`config.mk`:
```
export PLATFORM = sky130hd
export DESIGN_NAME = acc_requant_flat
export DESIGN_NICKNAME = d
export VERILOG_FILES = /design/src/rtl/acc_requant_if.sv /design/src/rtl/acc_requant.sv /design/src/flat_wrapper.sv
export SDC_FILE = /design/constraint.sdc
export NUM_CORES = 1
export LEC_CHECK = 0
export CAP_MARGIN = 20
export CORE_ASPECT_RATIO = 1.5
export CORE_MARGIN = 2
export CORE_UTILIZATION = 46
export CTS_BUF_LIST = sky130_fd_sc_hd__clkbuf_16
export DETAILED_ROUTE_END_ITERATION = 6
export PLACE_DENSITY_LB_ADDON = 0.3
export SYNTH_ARGS = -nofsm -noshare
export SYNTH_HDL_FRONTEND = slang
export SYNTH_SLANG_ARGS = --single-unit
```
`constraint.sdc`:
```
create_clock -name clk -period 5.9 [get_ports clk]
set_input_delay 1.18 -clock clk [delete_from_list [all_inputs] [get_ports clk]]
set_output_delay 1.18 -clock clk [all_outputs]
set_load 0.1 [all_outputs]
```
`src/rtl/acc_requant_if.sv`:
```
// acc_requant_if: handshake bundle between the accumulator source, the
// requantizer and the downstream sigmoid stage.
//   acc_valid_i / acc_ready_o : input vector handshake
//   acc_i  [N_COLS*ACC_W]     : signed accumulators, column c at [c*ACC_W +: ACC_W]
//   bias_i [N_COLS*OUT_W]     : signed per-column bias, same packing
//   z_valid_o / z_ready_i     : output beat handshake
//   z_o [OUT_W]               : signed saturated result
//   col_o                     : column index of z_o
//   last_o                    : high on the beat for column N_COLS-1
// Modports: slave = requantizer side, master = source/sink side.
interface acc_requant_if #(
  parameter int N_COLS = 4,
  parameter int ACC_W  = 32,
  parameter int OUT_W  = 16
);
  localparam int COL_W = (N_COLS > 1) ? $clog2(N_COLS) : 1;

  logic                      acc_valid_i;
  logic                      acc_ready_o;
  logic [N_COLS*ACC_W-1:0]   acc_i;
  logic [N_COLS*OUT_W-1:0]   bias_i;
  logic                      z_valid_o;
  logic                      z_ready_i;
  logic signed [OUT_W-1:0]   z_o;
  logic [COL_W-1:0]          col_o;
  logic                      last_o;

  modport slave (
    input  acc_valid_i, acc_i, bias_i, z_ready_i,
    output acc_ready_o, z_valid_o, z_o, col_o, last_o
  );

  modport master (
    output acc_valid_i, acc_i, bias_i, z_ready_i,
    input  acc_ready_o, z_valid_o, z_o, col_o, last_o
  );
endinterface

```
`src/rtl/acc_requant.sv`:
```
// acc_requant: captures one vector of N_COLS signed accumulators plus biases,
// then emits one requantized, saturated OUT_W value per column:
//   z = sat( (acc + (bias << SHIFT)) >>> SHIFT )
// Ports:
//   clk  : sole clock, rising edge
//   rst  : synchronous active-high reset
//   bus  : acc_requant_if.slave (input vector handshake, output beat handshake)
// Configuration macro:
//   ACC_REQUANT_ROUND_EN - when defined, adds 2^(SHIFT-1) before the shift
//                          (round half up); otherwise the shift truncates (floor).
//
// state | meaning
// IDLE  | waiting for a vector; ready only once the last beat has been taken
// DRAIN | vector captured, loading one column per accepted output slot
module acc_requant #(
  parameter int N_COLS = 4,
  parameter int ACC_W  = 32,
  parameter int OUT_W  = 16,
  parameter int SHIFT  = 8
) (
  input logic          clk,
  input logic          rst,
  acc_requant_if.slave bus
);
  localparam int COL_W = (N_COLS > 1) ? $clog2(N_COLS) : 1;
  localparam int SUM_W = ACC_W + OUT_W + 1;

  localparam logic signed [SUM_W-1:0] MAX_V = {{(SUM_W-OUT_W+1){1'b0}}, {(OUT_W-1){1'b1}}};
  localparam logic signed [SUM_W-1:0] MIN_V = {{(SUM_W-OUT_W+1){1'b1}}, {(OUT_W-1){1'b0}}};

  typedef enum logic {IDLE, DRAIN} state_t;

  state_t state_q, state_d;

  logic signed [ACC_W-1:0] acc_q  [N_COLS];
  logic signed [OUT_W-1:0] bias_q [N_COLS];
  logic [COL_W-1:0]        cnt_q;

  logic                    z_valid_q;
  logic signed [OUT_W-1:0] z_q;
  logic [COL_W-1:0]        col_q;
  logic                    last_q;

  logic ready;
  logic accept;
  logic load;
  logic pop;
  logic is_last;

  logic signed [ACC_W-1:0] acc_sel;
  logic signed [OUT_W-1:0] bias_sel;
  logic signed [SUM_W-1:0] acc_ext;
  logic signed [SUM_W-1:0] bias_sh;
  logic signed [SUM_W-1:0] sum;
  logic signed [SUM_W-1:0] sum_r;
  logic signed [SUM_W-1:0] q;
  logic signed [OUT_W-1:0] z_sat;

  // Ready is gated by rst so it reads low for the whole reset window.
  assign ready   = (state_q == IDLE) && !z_valid_q && !rst;
  assign pop     = z_valid_q && bus.z_ready_i;
  assign is_last = (cnt_q == COL_W'(N_COLS - 1));

  always_comb begin
    state_d = state_q;
    accept  = 1'b0;
    load    = 1'b0;
    case (state_q)
      IDLE: begin
        if (bus.acc_valid_i && ready) begin
          accept  = 1'b1;
          state_d = DRAIN;
        end
      end
      DRAIN: begin
        // Output slot is free if empty or being consumed this cycle.
        if (!z_valid_q || bus.z_ready_i) begin
          load = 1'b1;
          if (is_last) state_d = IDLE;
        end
      end
      default: state_d = IDLE;
    endcase
  end

  always_ff @(posedge clk) begin
    if (rst) state_q <= IDLE;
    else     state_q <= state_d;
  end

  // Datapath: the sum is wide enough that neither the bias shift nor the
  // rounding constant can overflow before saturation.
  always_comb begin
    acc_sel  = acc_q[cnt_q];
    bias_sel = bias_q[cnt_q];
    acc_ext  = {{(SUM_W-ACC_W){acc_sel[ACC_W-1]}}, acc_sel};
    bias_sh  = {{(SUM_W-OUT_W){bias_sel[OUT_W-1]}}, bias_sel} <<< SHIFT;
    sum      = acc_ext + bias_sh;
`ifdef ACC_REQUANT_ROUND_EN
    sum_r    = sum + (SUM_W'(1) <<< (SHIFT - 1));
`else
    sum_r    = sum;
`endif
    q        = sum_r >>> SHIFT;
    if (q > MAX_V)      z_sat = MAX_V[OUT_W-1:0];
    else if (q < MIN_V) z_sat = MIN_V[OUT_W-1:0];
    else                z_sat = q[OUT_W-1:0];
  end

  always_ff @(posedge clk) begin
    if (rst) begin
      cnt_q     <= '0;
      z_valid_q <= 1'b0;
      z_q       <= '0;
      col_q     <= '0;
      last_q    <= 1'b0;
      for (int c = 0; c < N_COLS; c++) begin
        acc_q[c]  <= '0;
        bias_q[c] <= '0;
      end
    end else begin
      if (accept) begin
        cnt_q <= '0;
        for (int c = 0; c < N_COLS; c++) begin
          acc_q[c]  <= bus.acc_i[c*ACC_W +: ACC_W];
          bias_q[c] <= bus.bias_i[c*OUT_W +: OUT_W];
        end
      end
      if (load) begin
        z_q       <= z_sat;
        col_q     <= cnt_q;
        last_q    <= is_last;
        z_valid_q <= 1'b1;
        cnt_q     <= is_last ? '0 : cnt_q + 1'b1;
      end else if (pop) begin
        z_valid_q <= 1'b0;
      end
    end
  end

  assign bus.acc_ready_o = ready;
  assign bus.z_valid_o   = z_valid_q;
  assign bus.z_o         = z_q;
  assign bus.col_o       = col_q;
  assign bus.last_o      = last_q;
endmodule

```
`src/flat_wrapper.sv`:
```
// flat-port wrapper written by rule: the top's interface ports become plain ports
module acc_requant_flat 
#(
  parameter int N_COLS = 4,
  parameter int ACC_W  = 32,
  parameter int OUT_W  = 16,
  parameter int SHIFT  = 8
)
  (clk, rst, bus_acc_valid_i, bus_acc_i, bus_bias_i, bus_z_ready_i, bus_acc_ready_o, bus_z_valid_o, bus_z_o, bus_col_o, bus_last_o);
  acc_requant_if #(.N_COLS(N_COLS), .ACC_W(ACC_W), .OUT_W(OUT_W)) bus_i ();
  input logic clk;
  input logic rst;
  input wire logic [$bits(bus_i.acc_valid_i)-1:0] bus_acc_valid_i;
  input wire logic [$bits(bus_i.acc_i)-1:0] bus_acc_i;
  input wire logic [$bits(bus_i.bias_i)-1:0] bus_bias_i;
  input wire logic [$bits(bus_i.z_ready_i)-1:0] bus_z_ready_i;
  output wire logic [$bits(bus_i.acc_ready_o)-1:0] bus_acc_ready_o;
  output wire logic [$bits(bus_i.z_valid_o)-1:0] bus_z_valid_o;
  output wire logic [$bits(bus_i.z_o)-1:0] bus_z_o;
  output wire logic [$bits(bus_i.col_o)-1:0] bus_col_o;
  output wire logic [$bits(bus_i.last_o)-1:0] bus_last_o;
  assign bus_i.acc_valid_i = bus_acc_valid_i;
  assign bus_i.acc_i = bus_acc_i;
  assign bus_i.bias_i = bus_bias_i;
  assign bus_i.z_ready_i = bus_z_ready_i;
  assign bus_acc_ready_o = bus_i.acc_ready_o;
  assign bus_z_valid_o = bus_i.z_valid_o;
  assign bus_z_o = bus_i.z_o;
  assign bus_col_o = bus_i.col_o;
  assign bus_last_o = bus_i.last_o;
  acc_requant #(.N_COLS(N_COLS), .ACC_W(ACC_W), .OUT_W(OUT_W), .SHIFT(SHIFT)) u_core (.clk(clk), .rst(rst), .bus(bus_i));
endmodule
```
# Word level (Yosys, flattened, before mapping)
# Memories as Yosys holds them, arrays and structs flattened. A register that Yosys moved wholly into a read port is not among the register bits.
# Cells that the tools add are included.
[op_classes]
n_addsub = 2
n_mul = 0
div = 0
order_cmp = 2
eq_ne = 1
shifts = 0
muxes = 31
bitwise = 9
reduce_logical = 9
[op_table]
columns = ["cell", "count"]
rows = [
  ["32-bit two-way mux", 4],
  ["16-bit two-way mux", 6],
  ["32-bit by 24-bit adder with 33-bit output", 1],
  ["25-bit by 16-bit > comparator with 1-bit output (second input constant)", 1],
  ["25-bit by 16-bit < comparator with 1-bit output (second input constant)", 1],
  ["2-bit two-way mux", 7],
  ["1-bit two-way mux", 13],
  ["1-bit bitwise OR", 8],
  ["1-bit logical AND", 4],
  ["2-bit nonzero test", 2],
  ["2-bit by 1-bit adder with 2-bit output (second input constant)", 1],
  ["2-bit equality test (second input constant)", 1],
  ["1-bit zero test", 2],
  ["1-bit case mux with 2 select lines", 1],
  ["1-bit logical OR", 1],
  ["1-bit NOT", 1],
]
[totals]
ff_bits = 23
latch_bits = 0
ram_bits = 192
rom_bits = 0
input_bits = 196
output_inout_bits = 21
word_cells = 62
mem_count = 2
[memory_table]
columns = ["memory", "words", "word_bits", "rd", "rd_clocked_by_memory_dff", "wr", "line_no", "source"]
rows = [
  ["u_core.acc_q", 4, 32, 1, 1, 4, "acc_requant.sv:35", "logic signed [ACC_W-1:0] acc_q [N_COLS];"],
  ["u_core.bias_q", 4, 16, 1, 1, 4, "acc_requant.sv:36", "logic signed [OUT_W-1:0] bias_q [N_COLS];"],
]

# Longest topological paths before layout
# Gate-level depths: netlist of the first run.
[depth]
ltp_word = 10
ltp_mapped = 16
ltp_nobuf = 13

# Least setup slack after synthesis of the first run
# Ideal clock, no wire load.
[synth_timing]
path_type = "in2reg"
start = "input port rst"
end = "memory u_core.acc_q[0][10], enable pin"
t_arrival_ns = 5.889
required_ns = 5.352
setup_slack_ns = -0.537
stages = 5
cell_sequence = "clkbuf_1 > nor3_1 > clkbuf_1 > nand2_1 > nand2b_1"
[synth_lines]
columns = ["item", "line_no", "source"]
rows = [
  ["start: declaration", "flat_wrapper.sv:12", "input logic rst;"],
  ["end: declaration", "acc_requant.sv:35", ""],
]

==> impl_results.md, run 1 <==
- Status: complete, no violations
- Met2 usage: 0.352
- DR DRC count: 0
- Critical path class: flop to flop
- Reg2Reg Setup Slack: 1250 ps
- RSZ-0062 raised after global routing: no
- CTS clk-pin slew, worst paths: 70 ps
- Drt pass-1 iters: 4
- Synthesized Nets: 969
- Clock buffer depth: 2
- Yosys warning count: 0
- Starting DRT DRC Count: 460
- # H-tree levels: 4
- Hold depth: 2
- Post-CTS Hold Buffers: 0
- Gr ovfl total: 0
- Setup-failing EPs final: 0
- Number of global-route vias before repair: 6482
- Fmax: around 220 MHz
- GRT Util Overall: 0.204
- FFs w/ async S/R, synth: 0
- Busiest grt layer: met2
- Primary FF master, synth: edfxtp_1
- CTS tree: yes
- Width of the die: 121 µm
- Worst Max-Slew Pin Slew: 1030 ps
- Setup_tns: 0 ps
- Clk sink count: 185
- VDD IR max: 0.209 mV
- Cells after DPL: 1149
- Die Ht: around 180 µm
- Layout cell share with drive strength beyond 1: 0.128
- Layout Utilization: 0.595
- WP data required: around 6200 ps
- Worst Hold Class: flop to flop
- Pwr/cell area: 312 nW/µm²
- Commonest non-fill, non-tap cell in the layout: clkdlybuf4s50_1
- Sequential Area: 5310 µm²
- Global placement routability congestion: 0.855
- Area share of fa/ha/maj cells after synthesis: 0.0351
- Max Cap Viol: 0
- DIE AREA: 21800 µm²
- Total Wirelength: 21800 µm
- Layout Cells excl Fill: 1183
- Final HPWL from detailed placement: roughly 15000 µm
- Most frequent cells in the layout: clkdlybuf4s50_1, and3_1, edfxtp_1
- Part of the Yosys area used for sequential elements: 0.559
- CTS Root Cell: clkbuf_16
- Area of the multi-input gates: 3900 µm²
- First-pass GRT wire length: around 34000 µm
- Clock skew: 12.6 ps
- Via/cell ratio: 5.47
- Met1 Usage GRT: 0.255
- CP Capture Type: flop
- Row count: 64
- Post-synthesis area per instance: 12.7 µm²
- Core ar.: 20300 µm²
- Crit Path Max Fanout: 18
- Final nets: 1126
- R2R cell count: 12
- PortBufs: 184
- Tcrit/Tclk final: 0.788
- Critical path startpoint category: flop
- Initial antenna violation count: 2
- Synth Instances: 747
- P&R area growth vs syn: 27.7%
- Leakage: 5.00 nW
- I/O pins: roughly 220
- Final worst setup slack: 1250 ps
- Resized cells post-CTS: 0
- RR Endpoint: u_core.bus.z_o[1]$_SDFFE_PP0P_
- Num CTS Buffers: 17
- Worst skew pair latency: 440 ps
- Complex-gate fraction of the synthesized area: 0.0848
- Antenna-violating nets left: 0
- Post-synthesis xor/xnor area fraction: 0.0111
- Layout fillers: 1662
- Worst slack, placed: around 1200 ps
- Starting Density: 0.466
- Slew margin rel.: 0.315
- Largest family of logic cells by synthesized area: simple AND/OR/NAND/NOR gates
- Fin. Hold Viols: 0
- Worst Path Arrival: 4990 ps
- Post-synth EDFFs: 160
- Number of distinct library cells after synthesis: 62
- Mux cell area share after synthesis: 0.0950
- Hold Path Origin: u_core.bus.last_o$_SDFFE_PP0P_
- DR WL/cell: 18.4 µm
- Largest net degree at the start of global routing: between 100 and 150
- Synthesized area: between 9000 and 10000 µm²
- Post-synthesis simple-gate area fraction: 0.184
- Hold Path End: u_core.bus.last_o$_SDFFE_PP0P_
- GR Layer Usage met3: 0.0333
- Synthesis-stage register bit count: 185
- Vias: 6472
- Min Hold Slack: 467 ps
- Pins over their slew limit: 0
- Min cycle time layout: ~4600 ps
- # Post-CTS Setup Buffers: 0
final cells by class:
type	instances	share of cell area
Clock inverter	12	0.00568
Inverter	11	0.00341
Clock buffer	20	0.0413
Tap cell	264	0.0273
Antenna cell	2	0.000413
Sequential cell	185	0.438
Multi-Input combinational cell	494	0.322
Timing Repair Buffer	195	0.162
stage by stage:
step,instance area (µm²),power [mW]
floorplan,9490,2.41
global placement,11500,2.70
detailed placement,11500,2.71
CTS,12100,3.80
global route,12100,3.94
finish,12100,3.78
layer usage:
metal | vias up | part of all wire
met1 | 3095 | 0.42
met5 | - | 0
met4 | 0 | 0.020
met2 | 160 | 0.53
met3 | 27 | 0.033
li1 | 3190 | -
state kept, by name, indices dropped and copies added, names as in the netlist, named ones only:
| register | cells |
|---|---|
| u_core.bus.z_valid_o | 1 |
| u_core.bias_q | 64 |
| u_core.bus.z_o | 16 |
| u_core.cnt_q | 2 |
| u_core.state_q | 1 |
| u_core.bus.col_o | 2 |
| u_core.acc_q | 96 |
| u_core.bus.last_o | 1 |
cell usage after synthesis (all sizes together), types with 3 or more instances:
| cell | count | area share |
|---|---|---|
| and3 | 164 | 0.11 |
| edfxtp | 160 | 0.51 |
| nand2 | 54 | 0.022 |
| clkbuf | 45 | 0.018 |
| nor2 | 45 | 0.018 |
| mux4 | 40 | 0.095 |
| a21oi | 31 | 0.019 |
| o21ai | 27 | 0.019 |
| dfxtp | 25 | 0.053 |
| ha | 25 | 0.033 |
| buf | 12 | 0.0086 |
| inv | 11 | 0.0044 |
| nand3 | 11 | 0.0058 |
| a21o | 10 | 0.0080 |
| nor3 | 8 | 0.0042 |
| a211oi | 7 | 0.0055 |
| nand2b | 7 | 0.0046 |
| o211ai | 7 | 0.0061 |
| xnor2 | 6 | 0.0055 |
| xor2 | 6 | 0.0055 |
| and2 | 4 | 0.0026 |
| a31oi | 3 | 0.0020 |
| a41oi | 3 | 0.0055 |
| and4 | 3 | 0.0028 |
| nand4b | 3 | 0.0044 |
power by group:
part / internal, mW / switching (mW)
Combinational: 0.414 / 0.668
Clock: 0.610 / 0.483
Sequential: 1.56 / 0.0470
how the worst max path moves through the flow:
stage,from,end,slack [ps],cells past startpoint
2_1_floorplan,rst,u_core.acc_q[0][10]$_SDFFCE_PN0P_,1260,5
3_3_place_gp,flop,u_core.bus.z_o[1]$_SDFFE_PP0P_,1240,12
3_5_place_dp,flop,u_core.bus.z_o[11]$_SDFFE_PP0P_,1250,12
4_1_cts,flop,u_core.bus.z_o[1]$_SDFFE_PP0P_,1220,12
5_1_grt,flop,u_core.bus.z_o[4]$_SDFFE_PP0P_,910,12
6_report,flop,u_core.bus.z_o[1]$_SDFFE_PP0P_,1250,12
critical path, stage by stage, from the launching register on:
cell and delay [ps]:
dfxtp_2 690, buf_12 260, mux4_2 660, ha_1 570
nand2_1 120, o21ai_2 230, nor2_1 50, and3_1 180
a311oi_1 530, nand4b_4 170, nor4b_4 320, a41oi_4 380
o41ai_2 370
logic make-up (layout without fill, tap and decap cells):
logic type / Yosys count / count (layout)
buffers and inverters: 68 / 238
adder cells (fa/ha/maj): 26 / 26
AND/OR/NAND/NOR: 310 / 310
flip-flops: 185 / 185
AO/OA/AOI/OAI: 106 / 106
multiplexers: 40 / 40
XOR/XNOR: 12 / 12
other: 0 / 2
Power figures use the tool's default switching activity.
==> inputs of run 2 (changes only) <==
--- a/config.mk
+++ b/config.mk
@@ -8,7 +8,7 @@
 export CAP_MARGIN = 20
 export CORE_ASPECT_RATIO = 1.5
 export CORE_MARGIN = 2
-export CORE_UTILIZATION = 46
+export CORE_UTILIZATION = 50
 export CTS_BUF_LIST = sky130_fd_sc_hd__clkbuf_16
 export DETAILED_ROUTE_END_ITERATION = 6
 export PLACE_DENSITY_LB_ADDON = 0.3
==> constraint.sdc (replaced) <==
create_clock -name clk -period 4.5 [get_ports clk]
set_input_delay 0.9 -clock clk [delete_from_list [all_inputs] [get_ports clk]]
set_output_delay 0.9 -clock clk [all_outputs]
set_load 0.1 [all_outputs]
==> run 2 against run 1 <==
  * Sequential share of layout area about the same
  * Worst setup slack got worse by 910 ps
  * First-iteration DRC count rose by 14%
  * Critical path depth unchanged
  * Combinational power rose by 35%
  * Die area decreased by 7.8%
  * Critical path type unchanged
  * Largest power group unchanged
==> impl_results.md, run 2 (synthesis gave the netlist of run 1 again) <==
- Status: complete, no violations
- DR WL/cell: 18.8 µm (+1.8%)
- P&R area growth vs syn: 27.8% (about the same)
- Setup-failing EPs final: 0 (unchanged)
- First-pass GRT wire length: 34600 µm (+1.4%)
- VDD IR max: 0.235 mV (+12%)
- Final HPWL from detailed placement: 15500 µm (+0.17%)
- DR DRC count: 0 (unchanged)
- Fmax: 241 MHz (+12%)
- Resized cells post-CTS: 0 (unchanged)
- Number of global-route vias before repair: 6695 (+3.3%)
- Met2 usage: 0.392 (+0.0398)
- Width of the die: 116 µm (-3.9%)
- Max Cap Viol: 0 (unchanged)
- Clock buffer depth: 2 (unchanged)
- Setup_tns: 0 ps (unchanged)
- Worst Max-Slew Pin Slew: 1030 ps (-1.44 ps)
- Busiest grt layer: met2
- Largest Register: u_core.acc_q
- Final nets: 1133 (+0.62%)
- Leakage: 5.02 nW (+0.29%)
- Slew margin rel.: 0.316 (+0.000959)
- Antenna-violating nets left: 0 (unchanged)
- Post-CTS Hold Buffers: 0 (unchanged)
- Clk sink count: 185 (unchanged)
- Worst skew pair latency: 440 ps (about the same)
- RSZ-0062 raised after global routing: no
- Largest net degree at the start of global routing: 128 (+8.5%)
- Gr ovfl total: 0 (unchanged)
- Layout cell share with drive strength beyond 1: 0.133 (+0.00553)
- Starting DRT DRC Count: 525 (+14%)
- Max FFs per register: 96 (unchanged)
- Min cycle time layout: 4160 ps (-494 ps)
- Initial antenna violation count: 1 (-1)
- Global placement routability congestion: 0.902 (+5.4%)
- Vias: 6594 (+1.9%)
- Num CTS Buffers: 17 (unchanged)
- Met1 Usage GRT: 0.286 (+0.0315)
- Fin. Hold Viols: 0 (unchanged)
- Most frequent cells in the layout: clkdlybuf4s50_1, and3_1, edfxtp_1
- Critical path startpoint category: flop
- Die Ht: 173 µm (-4.0%)
- Row count: 61 (-4.7%)
- Via/cell ratio: 5.60 (+2.4%)
- Worst slack, placed: 322 ps (-928 ps)
- Crit Path Max Fanout: 18 (unchanged)
- Commonest non-fill, non-tap cell in the layout: clkdlybuf4s50_1
- GRT Util Overall: 0.228 (+0.0243)
- # Post-CTS Setup Buffers: 0 (unchanged)
- Critical path class: flop to flop
- I/O pins: 217 (unchanged)
- # H-tree levels: 4 (unchanged)
- Worst Path Arrival: 4470 ps (-520 ps)
- Final worst setup slack: 344 ps (-906 ps)
- Worst Hold Class: flop to flop
- Pins over their slew limit: 0 (unchanged)
- CTS clk-pin slew, worst paths: 70 ps (about the same)
- WP data required: 4820 ps (-1420 ps)
- CTS tree: yes
- Pwr/cell area: 404 nW/µm² (+29%)
- CP Capture Type: flop
- Tcrit/Tclk final: 0.923 (+0.135)
- Core ar.: 18500 µm² (-8.8%)
- Clock skew: 10.6 ps (-2.01 ps)
- CTS Root Cell: clkbuf_16
- Total Wirelength: 22100 µm (+1.3%)
- DIE AREA: 20100 µm² (-7.8%)
- Drt pass-1 iters: 4 (unchanged)
- Starting Density: 0.511 (+0.0451)
- PortBufs: 184 (unchanged)
- GR Layer Usage met3: 0.0473 (+0.0140)
- Layout fillers: 1386 (-17%)
[run 2: cell types whose count changed in the layout (fill, tap and decap cells not counted), sizes merged]
cell,previous run,this run
inv,19,18
diode,2,1
clkinv,4,8
clkbuf,20,17
buf,13,20
[run 2: area by class of cell]
cell class,count,area (µm²),share of cell area
clock buffer,17,425,0.0351
timing repair buffer,202,2030,0.168
tap,252,315,0.0260
clock inverter,15,90.1,0.00744
inverter,11,41.3,0.00341
multi-input combinational,494,3900,0.322
sequential,185,5310,0.438
antenna,1,2.50,0.000207
[run 2: power by group]
part	internal, mW	switching, mW
Clock	0.698	0.635
Sequential	2.04	0.0566
Combinational	0.571	0.891
Total	3.31	1.58
[run 2: stage by stage]
step | cells | area, µm² | util | hold slack [ps] | power [mW]
global route | 1177 | 12100 | 0.653 | 496 | 5.11
CTS | 1176 | 12100 | 0.653 | 458 | 4.92
finish | 1177 | 12100 | 0.653 | 453 | 4.89
global placement | 1144 | 11600 | 0.625 | 443 | 3.57
detailed placement | 1144 | 11600 | 0.625 | 448 | 3.59
floorplan | 747 | 9490 | - | 449 | 3.15
[run 2: layer usage]
layer	vias to the layer above	wire length, µm	part of all wire
met5	-	0	0
met4	0	455	0.021
met3	33	1080	0.049
met2	191	11600	0.52
met1	3165	8970	0.41
li1	3205	-	-
[run 2: path summary, 6_finish.rpt]
| kind | slack (ps) | endpoint | start | cells after the start |
|---|---|---|---|---|
| setup / recovery | 340 | u_core.bus.z_o[1]$_SDFFE_PP0P_ | flop | 12 |
| hold / removal | 450 | u_core.bus.last_o$_SDFFE_PP0P_ | u_core.bus.last_o$_SDFFE_PP0P_ | 2 |
| setup reg to reg | 340 | u_core.bus.z_o[1]$_SDFFE_PP0P_ | flop | 12 |
| hold reg to reg | 450 | u_core.bus.last_o$_SDFFE_PP0P_ | u_core.bus.last_o$_SDFFE_PP0P_ | 2 |
[run 2: worst max-delay path: stages, from the launching register on]
cell	delay (ps)
dfxtp_2	380
buf_12	200
mux4_2	660
ha_1	550
and4_1	340
and3_1	220
nand2_1	100
o32ai_2	370
o22ai_1	170
a2111oi_2	380
a32oi_2	370
nand2_1	170
o41ai_2	80
